File: config.mk
export PLATFORM = sky130hd
export DESIGN_NAME = note_expand
export DESIGN_NICKNAME = d
export VERILOG_FILES = /design/src/rtl/note_pkg.sv /design/src/rtl/note_fifo.sv /design/src/rtl/note_expand.sv
export SDC_FILE = /design/constraint.sdc
export NUM_CORES = 1
export LEC_CHECK = 0
export ABC_AREA = 1
export BUFFER_PORTS_ARGS = -buffer_cell sky130_fd_sc_hd__buf_2
export CAP_MARGIN = 10
export CORE_UTILIZATION = 35
export CTS_CLUSTER_DIAMETER = 120
export DETAILED_ROUTE_END_ITERATION = 6
export GPL_ROUTABILITY_DRIVEN = 0
export GPL_TIMING_DRIVEN = 0
export SLEW_MARGIN = 20
export SYNTH_ARGS = -nofsm -noshare
export SYNTH_HDL_FRONTEND = slang
export SYNTH_SLANG_ARGS = --single-unit
File: constraint.sdc
create_clock -name clk -period 3.95 [get_ports clk]
set_input_delay 0.79 -clock clk [delete_from_list [all_inputs] [get_ports clk]]
set_output_delay 0.79 -clock clk [all_outputs]
set_load 0.005 [all_outputs]
File: src/rtl/note_pkg.sv
// note_pkg: shared constants and the player state type for the note expander.
//   NOTE_W        width of a note code
//   BIT_WIDTH_DEF default width of the duration (frame count) field
//   state_t       player states (IDLE, PLAY)
package note_pkg;

  localparam int NOTE_W        = 8;
  localparam int BIT_WIDTH_DEF = 16;

  // state | meaning
  // IDLE  | nothing playing; pops the buffer head when one is available
  // PLAY  | cur_note is sounding; each frame_tick emits it once
  typedef enum logic {
    IDLE = 1'b0,
    PLAY = 1'b1
  } state_t;

endpackage

File: src/rtl/note_fifo.sv
// note_fifo: synchronous FIFO holding {note, duration} events.
//   clk, reset      clock and asynchronous active-low reset
//   i_push, i_data  write strobe and payload
//   i_pop           read strobe; o_head is the current head entry
//   o_count         number of stored entries (0..DEPTH)
//   o_full, o_empty count-derived flags
// A push into a full FIFO is still accepted when a pop happens in the same
// cycle; otherwise it is ignored (the caller flags the drop).
module note_fifo #(
  parameter int DW    = 24,
  parameter int DEPTH = 8
) (
  input  logic                     clk,
  input  logic                     reset,
  input  logic                     i_push,
  input  logic [DW-1:0]            i_data,
  input  logic                     i_pop,
  output logic [DW-1:0]            o_head,
  output logic [$clog2(DEPTH):0]   o_count,
  output logic                     o_full,
  output logic                     o_empty
);

  localparam int AW = $clog2(DEPTH);
  localparam logic [AW:0] FULL_CNT = (AW+1)'(DEPTH);
  localparam logic [AW:0] ONE_CNT  = (AW+1)'(1);

  logic [DW-1:0] r_mem [DEPTH];
  logic [AW-1:0] r_wr_ptr;
  logic [AW-1:0] r_rd_ptr;
  logic [AW:0]   r_count;

  logic w_pop_ok;
  logic w_push_ok;

  assign o_full    = (r_count == FULL_CNT);
  assign o_empty   = (r_count == '0);
  assign o_count   = r_count;
  assign o_head    = r_mem[r_rd_ptr];

  assign w_pop_ok  = i_pop && !o_empty;
  assign w_push_ok = i_push && (!o_full || w_pop_ok);

  always_ff @(posedge clk) begin
    if (w_push_ok) begin
      r_mem[r_wr_ptr] <= i_data;
    end
  end

  // Pointers are AW bits wide, so they wrap modulo DEPTH (a power of 2).
  always_ff @(posedge clk or negedge reset) begin
    if (!reset) begin
      r_wr_ptr <= '0;
      r_rd_ptr <= '0;
      r_count  <= '0;
    end else begin
      if (w_push_ok) r_wr_ptr <= r_wr_ptr + 1'b1;
      if (w_pop_ok)  r_rd_ptr <= r_rd_ptr + 1'b1;
      case ({w_push_ok, w_pop_ok})
        2'b10:   r_count <= r_count + ONE_CNT;
        2'b01:   r_count <= r_count - ONE_CNT;
        default: r_count <= r_count;
      endcase
    end
  end

endmodule

File: src/rtl/note_expand.sv
// note_expand: expands buffered (note, duration) events into one note_dec
// strobe per frame_tick, duration times per event.
//   clk, reset            clock and asynchronous active-low reset
//   note_in, duration     incoming event, valid with note_ready
//   frame_tick            one strobe per frame period
//   note_out, note_dec    emitted note (held between strobes) and its strobe
//   full, empty           event buffer status
//   overflow              sticky: an event was dropped on a full buffer
module note_expand
  import note_pkg::*;
#(
  parameter int BIT_WIDTH = BIT_WIDTH_DEF,
  parameter int DEPTH     = 8
) (
  input  logic                 clk,
  input  logic                 reset,
  input  logic [NOTE_W-1:0]    note_in,
  input  logic [BIT_WIDTH-1:0] duration,
  input  logic                 note_ready,
  input  logic                 frame_tick,
  output logic [NOTE_W-1:0]    note_out,
  output logic                 note_dec,
  output logic                 full,
  output logic                 empty,
  output logic                 overflow
);

  localparam int DW = NOTE_W + BIT_WIDTH;
  localparam int CW = $clog2(DEPTH) + 1;
  localparam logic [CW-1:0]        FULL_CNT = CW'(DEPTH);
  localparam logic [BIT_WIDTH-1:0] REM_ONE  = BIT_WIDTH'(1);

  state_t               r_state, w_state_nxt;
  logic [NOTE_W-1:0]    r_cur_note, w_cur_note_nxt;
  logic [BIT_WIDTH-1:0] r_remaining, w_remaining_nxt;
  logic [NOTE_W-1:0]    r_note_out, w_note_out_nxt;
  logic                 r_note_dec, w_note_dec_nxt;
  logic                 r_overflow;

  logic [DW-1:0]        w_head;
  logic [CW-1:0]        w_count;
  logic                 w_fifo_full;
  logic                 w_fifo_empty;
  logic                 w_pop;
  logic                 w_drop;
  logic [NOTE_W-1:0]    w_head_note;
  logic [BIT_WIDTH-1:0] w_head_dur;
  logic                 w_head_live;

  note_fifo #(
    .DW    (DW),
    .DEPTH (DEPTH)
  ) u_fifo (
    .clk     (clk),
    .reset   (reset),
    .i_push  (note_ready),
    .i_data  ({note_in, duration}),
    .i_pop   (w_pop),
    .o_head  (w_head),
    .o_count (w_count),
    .o_full  (w_fifo_full),
    .o_empty (w_fifo_empty)
  );

  assign w_head_note = w_head[DW-1 -: NOTE_W];
  assign w_head_dur  = w_head[BIT_WIDTH-1:0];
  assign w_head_live = (w_head_dur != '0);

  // A push at capacity survives only if the player frees a slot this cycle.
  assign w_drop = note_ready && (w_count == FULL_CNT) && !w_pop;

  always_comb begin
    w_state_nxt     = r_state;
    w_cur_note_nxt  = r_cur_note;
    w_remaining_nxt = r_remaining;
    w_note_out_nxt  = r_note_out;
    w_note_dec_nxt  = 1'b0;
    w_pop           = 1'b0;
    case (r_state)
      IDLE: begin
        // Ticks seen here are simply lost. Zero-duration heads are discarded.
        if (!w_fifo_empty) begin
          w_pop = 1'b1;
          if (w_head_live) begin
            w_cur_note_nxt  = w_head_note;
            w_remaining_nxt = w_head_dur;
            w_state_nxt     = PLAY;
          end
        end
      end
      PLAY: begin
        if (frame_tick) begin
          w_note_dec_nxt = 1'b1;
          w_note_out_nxt = r_cur_note;
          if (r_remaining == REM_ONE) begin
            // Last frame of this note: chain straight into a live head so the
            // next tick is not lost; a zero-duration head goes via IDLE.
            if (!w_fifo_empty && w_head_live) begin
              w_pop           = 1'b1;
              w_cur_note_nxt  = w_head_note;
              w_remaining_nxt = w_head_dur;
            end else begin
              w_remaining_nxt = '0;
              w_state_nxt     = IDLE;
            end
          end else begin
            w_remaining_nxt = r_remaining - REM_ONE;
          end
        end
      end
      default: w_state_nxt = IDLE;
    endcase
  end

  always_ff @(posedge clk or negedge reset) begin
    if (!reset) begin
      r_state     <= IDLE;
      r_cur_note  <= '0;
      r_remaining <= '0;
      r_note_out  <= '0;
      r_note_dec  <= 1'b0;
      r_overflow  <= 1'b0;
    end else begin
      r_state     <= w_state_nxt;
      r_cur_note  <= w_cur_note_nxt;
      r_remaining <= w_remaining_nxt;
      r_note_out  <= w_note_out_nxt;
      r_note_dec  <= w_note_dec_nxt;
      r_overflow  <= r_overflow | w_drop;
    end
  end

  assign note_out = r_note_out;
  assign note_dec = r_note_dec;
  assign full     = w_fifo_full;
  assign empty    = w_fifo_empty;
  assign overflow = r_overflow;

endmodule

==> results of run 1 <==
==> stage by stage <==
step	TNS, ns	setup slack, ns	hold WS (ns)	instances
3_3_place_gp	-248.70	-1.44	0.460	1412
5_1_grt	0	0.000868	0.321	1470
3_5_place_dp	0	0.156	0.458	1420
6_report	0	0.292	0.275	1470
2_1_floorplan	0	0.506	0.468	989
4_1_cts	0	0.124	0.478	1463
==> synth_stat cells <==
master	number	area (um^2)
nand2_1	299	1120
edfxtp_1	192	5770
inv_1	118	443
nor2_1	83	312
o21ai_0	58	290
dfrtp_1	45	1130
nand3_1	45	225
a21oi_1	19	95.1
clkbuf_1	17	63.8
buf_2	15	75.1
a22oi_1	14	105
xor2_1	11	96.3
buf_4	8	60.1
o211ai_1	8	60.1
o221ai_1	8	70.1
o22ai_1	8	50.1
o21ai_1	7	35.0
ha_1	5	62.6
nand2_2	5	31.3
nor3_1	3	15.0
a31oi_1	2	12.5
buf_6	2	22.5
inv_2	2	7.51
nand4_1	2	12.5
nor4_1	2	12.5
o21bai_1	2	15.0
a21oi_2	1	8.76
a32o_1	1	10.0
buf_1	1	3.75
inv_4	1	6.26
nand2_4	1	11.3
nand3_2	1	10.0
nand4_2	1	12.5
nor3_2	1	10.0
or2_2	1	6.26
==> cells by family (layout without fill, tap and decap cells) <==
| family | after synthesis | after routing | synth area share |
|---|---|---|---|
| buf+inv | 164 | 261 | 0.0664 |
| compound gates | 128 | 128 | 0.0733 |
| flops | 237 | 237 | 0.671 |
| fa+ha+maj | 5 | 5 | 0.00609 |
| simple gates | 444 | 444 | 0.173 |
| xor+xnor | 11 | 11 | 0.00939 |
==> where the power goes <==
part           switching [mW]  internal, mW  total [mW]
logic                   0.518         0.264       0.782
clock network           0.929          1.29        2.22
registers               0.104          3.05        3.16
==> state kept, by name, summed over array words and instances, names as in the netlist <==
signal,flops
u_fifo.r_mem,192
r_remaining,16
note_out,8
r_cur_note,8
u_fifo.o_count,4
u_fifo.r_rd_ptr,3
u_fifo.r_wr_ptr,3
note_dec,1
overflow,1
r_state,1
==> layer usage <==
layer  global-route usage  vias up  share of wire
met5                    0        -        0.00049
met4               0.0398        2          0.014
met3               0.0235       28          0.059
met2                0.274      206           0.48
met1                0.226     3331           0.45
li1                     -     3440              -
==> layout make-up <==
class                   instances  area share
repair buffers                 54      0.0382
well taps                     384      0.0399
plain buffers                  43      0.0189
inverters                     121      0.0379
multi-input cells             588       0.228
clock inverters                15      0.0113
clock buffers                  28      0.0529
flip-flops and latches        237       0.572
==> worst paths after layout <==
kind | start | endpoint
worst min register to register | overflow | overflow
worst max-delay path | u_fifo.r_rd_ptr[1] | u_fifo.r_mem[0][7]
min in group clk | overflow | overflow
max in group asynchronous | reset | note_out[4]
worst min-delay path | reset | r_remaining[3]
worst max register to register | u_fifo.r_rd_ptr[1] | u_fifo.r_mem[0][7]
==> timing repair <==
action,CTS,global route
gates resized for setup,0,4
setup endpoints to repair,0,111
hold buffers,0,0
hold endpoints to repair,0,0
setup buffers,0,7
==> flow_summary.json, run 1 <==
{
  "outcome": "completed",
  "skew_ns": 0.0133,
  "grt_pass1_vias": 6756,
  "fmax_mhz": 273,
  "fin_crit_ns": 3.66,
  "power_mw": 6.15,
  "path_cells": "inv_2 > clkbuf_1 > nand2_1 > nand2_1 > nand2_1 > nand2_1 > nor2_1 > nand2_1 > nor2_1 > nand2_2 > nand2_4 > nand2_2 > nand3_2 > nand2_2 > nand2_2 > or2_2 > nor2_4 > buf_16",
  "cts_buffers": 24,
  "hp-class": "primary input to async pin",
  "drt_first_pass_iters": 5,
  "dpl-instance-area_um2": 11200,
  "final_cell_mix": "299 x nand2_1, 192 x edfxtp_1, 118 x inv_1",
  "cts_max_path_buffers": 3,
  "hold_violations": 0,
  "hpwlAfterDp_mm": 15.7,
  "syn_inst": 989,
  "grt.overflow.total": 0,
  "slew_headroom": 0.523,
  "antenna_found_initial": 1,
  "final_area_um2": 12000,
  "slew_viol_final": 0,
  "static-leakage-power_nw": 4.91,
  "ff_latch_area_um2": 6890,
  "drive_gt1_frac": 0.127,
  "io_buffer_count": 39,
  "initial_core_util": 0.357,
  "setup_viol": 0,
  "num_rows": 62,
  "grt_max_degree": 46,
  "peakVddDrop_uv": 346,
  "clock_latency_ns": 0.51,
  "ys_ff_latch": 237,
  "die_w_um": 173,
  "num_io_pins": 40,
  "arrival_ns": 3.87,
  "htreeDepth": 1,
  "area_delta_synth_final_pct": 17.3,
  "insertedDiodeCount": 0,
  "wl_per_cell_um": 16.5,
  "path_buf_inv": 3,
  "syn_area_um2": 10300,
  "vias": 7007,
  "maxCapViolations": 0,
  "ys_types": 35,
  "cp.required_ns": 4.16,
  "first_iter_violations": 793,
  "path_class": "flip-flop to flip-flop",
  "detail_route.vias_per_cell": 4.77,
  "nFillCells": 2713,
  "syn-mean-instance-area_um2": 10.4,
  "crit_family": "simple AND/OR/NAND/NOR gates",
  "cellPowerDensity_nw_per_um2": 511,
  "coreArea_um2": 28800,
  "wirelength_mm": 24.3,
  "ys_seq_area_frac": 0.671,
  "slowest_stage": "dfrtp_1",
  "cp-start-kind": "flip-flop",
  "antenna_left": 0,
  "grt_pass1_wl_mm": 38.1,
  "synth_fp_nets": 1022,
  "post-route-util": 0.418,
  "max_slew.worst_pin.slew_ns": 0.715,
  "cp.depth": 18,
  "rsz0062_at_grt": "false",
  "reg2regPathDepth": 18,
  "cts_root_buf": "clkbuf_16",
  "cts_sinks": 237,
  "die_h_um": 173,
  "grtUsageTotal": 0.164,
  "multi_input_area_um2": 2750,
  "nNetsFinal": 1102,
  "path_max_fanout": 15,
  "crit_path_frequent_cell": "nand2_1",
  "endpoint_kind": "flip-flop",
  "yosysWarnings": 0,
  "post-route-period-util": 0.926,
  "route.detailed.drc": 0,
  "cts_tree": "done",
  "reg2reg_slack_ns": 0.29,
  "final_common_cell": "nand2_1",
  "slowest_delay_ns": 0.49,
  "path_clk_slew_ns": 0.07,
  "dieArea_um2": 30000
}
Power figures use the tool's default switching activity.
==> run 2: changes to the inputs <==
--- a/config.mk
+++ b/config.mk
@@ -13,6 +13,7 @@
 export DETAILED_ROUTE_END_ITERATION = 6
 export GPL_ROUTABILITY_DRIVEN = 0
 export GPL_TIMING_DRIVEN = 0
+export REMOVE_ABC_BUFFERS = 1
 export SLEW_MARGIN = 20
 export SYNTH_ARGS = -nofsm -noshare
 export SYNTH_HDL_FRONTEND = slang
==> run 2 against run 1 <==
Core utilization rose by 0.45 points. First-iteration DRC count fell by 45%. Non-clock buffer count fell by 33. Clock skew rose by 0.0026 ns. Setup slack improved by 0.0048 ns. Clock power rose by 3%. Sequential cell count did not move. Largest power group unchanged. Largest cell class unchanged. Fmax rose by 0.13%.
==> flow_summary.json, run 2 (synthesis gave the netlist of run 1 again) <==
{
  "die_w_um": 173,
  "peakVddDrop_uv": 279,
  "cp-start-kind": "flip-flop",
  "grt.busiest_layer": "met2",
  "reg.largest.list": "u_fifo.r_mem (192), r_remaining (16)",
  "vias": 6782,
  "hpwlAfterDp_mm": 13.2,
  "hp-class": "primary input to async pin",
  "fmax_mhz": 274,
  "dpl-instance-area_um2": 11100,
  "largest_reg_flops": 192,
  "cts_buffers": 26,
  "cts_tree": "done",
  "regMostFlops": "u_fifo.r_mem",
  "grt_pass1_wl_mm": 36.5,
  "wl_per_cell_um": 15.8,
  "cts_max_path_buffers": 3,
  "path_clk_slew_ns": 0.06,
  "initial_core_util": 0.357,
  "grt_pass1_vias": 6668,
  "path_class": "flip-flop to flip-flop",
  "io_buffer_count": 39,
  "timing.final.ws_setup_ns": 0.297,
  "cts_root_buf": "clkbuf_16",
  "htreeDepth": 1,
  "arrival_ns": 3.87,
  "outcome": "completed",
  "skew_ns": 0.0159,
  "route.detailed.drc": 0,
  "die_h_um": 173,
  "path_max_fanout": 49,
  "timing.setup.tns_ns": 0,
  "drive_gt1_frac": 0.118,
  "final_common_cell": "nand2_1",
  "post-route-period-util": 0.925,
  "setup_viol": 0,
  "final_area_um2": 12200,
  "cts_sinks": 237,
  "detail_route.vias_per_cell": 4.70,
  "clock_latency_ns": 0.52,
  "grt.met1_usage": 0.211,
  "drt_first_pass_iters": 5,
  "gr-usage-met2": 0.258,
  "grt_max_degree": 98,
  "cp.required_ns": 4.17,
  "area_delta_synth_final_pct": 18.6,
  "placed_cells": 1381,
  "num_io_pins": 40,
  "antenna_left": 0,
  "fin_crit_ns": 3.65,
  "final_cell_mix": "299 x nand2_1, 192 x edfxtp_1, 117 x inv_1",
  "cellPowerDensity_nw_per_um2": 518,
  "grt.overflow.total": 0,
  "antenna_found_initial": 1,
  "num_rows": 62,
  "coreArea_um2": 28800,
  "slew_viol_final": 0,
  "holdWs_ns": 0.205,
  "slew_headroom": 0.379,
  "rsz0062_at_grt": "false",
  "grtUsageMet3": 0.0230,
  "wirelength_mm": 22.8,
  "static-leakage-power_nw": 4.92,
  "first_iter_violations": 436,
  "max_slew.worst_pin.slew_ns": 0.932,
  "endpoint_kind": "flip-flop",
  "post-route-util": 0.423,
  "dieArea_um2": 30000,
  "nNetsFinal": 1072,
  "power_mw": 6.31,
  "place_ws_ns": -0.773,
  "hold_violations": 0,
  "grtUsageTotal": 0.154,
  "hold_buffers": 0,
  "stdcell_count": 1444,
  "maxCapViolations": 0
}
## run 2: power by group
group | internal, mW | total, mW | switching, mW
clock network | 1.37 | 2.29 | 0.929
logic | 0.313 | 0.850 | 0.537
registers | 3.05 | 3.16 | 0.107
## run 2: worst paths after layout
path                               startpoint  cells past startpoint                 end  slack, ns
setup reg to reg           u_fifo.r_rd_ptr[1]                     18  u_fifo.r_mem[4][3]       0.30
hold / removal                          reset                      1   u_fifo.o_count[2]       0.20
setup / recovery           u_fifo.r_rd_ptr[1]                     18  u_fifo.r_mem[4][3]       0.30
max in group asynchronous               reset                      2  u_fifo.r_rd_ptr[0]       3.22
hold reg to reg                   note_out[0]                      2         note_out[0]       0.48
min in group clk                  note_out[0]                      2         note_out[0]       0.48
## run 2: layout make-up
type | instances | area, um^2
inverters | 121 | 490
repair inverters | 1 | 11.3
flip-flops and latches | 237 | 6900
diodes | 1 | 2.50
well taps | 384 | 480
clock inverters | 4 | 47.5
repair buffers | 64 | 707
clock buffers | 44 | 759
multi-input cells | 588 | 2780
fillers | 2694 | 16600
## run 2: metal layers
layer	wire, um	vias up	part of all wire
li1	-	3381	-
met1	10700	3249	0.47
met2	10800	118	0.47
met3	995	34	0.044
met4	357	0	0.016
met5	0	-	0
## run 2: timing repair
item	in CTS	in global routing
buffers inserted	10	3
resized for setup	7	3
setup endpoints to repair	197	192
pin swaps	8	0
gates cloned	0	1
## run 2: worst max-delay path: stages (launching register included)
cell,delay [ns]
dfrtp_2,0.56
buf_12,0.26
inv_8,0.26
o21ai_0,0.15
o21ai_1,0.14
nand2_1,0.06
nand2_1,0.14
nor2_1,0.07
nand2_1,0.07
nor2_1,0.04
nand2_2,0.11
nand2_4,0.09
nand2_2,0.09
nand3_2,0.17
nand2_2,0.13
nand2_2,0.07
or2_2,0.41
nor2_4,0.24
buf_16,0.19
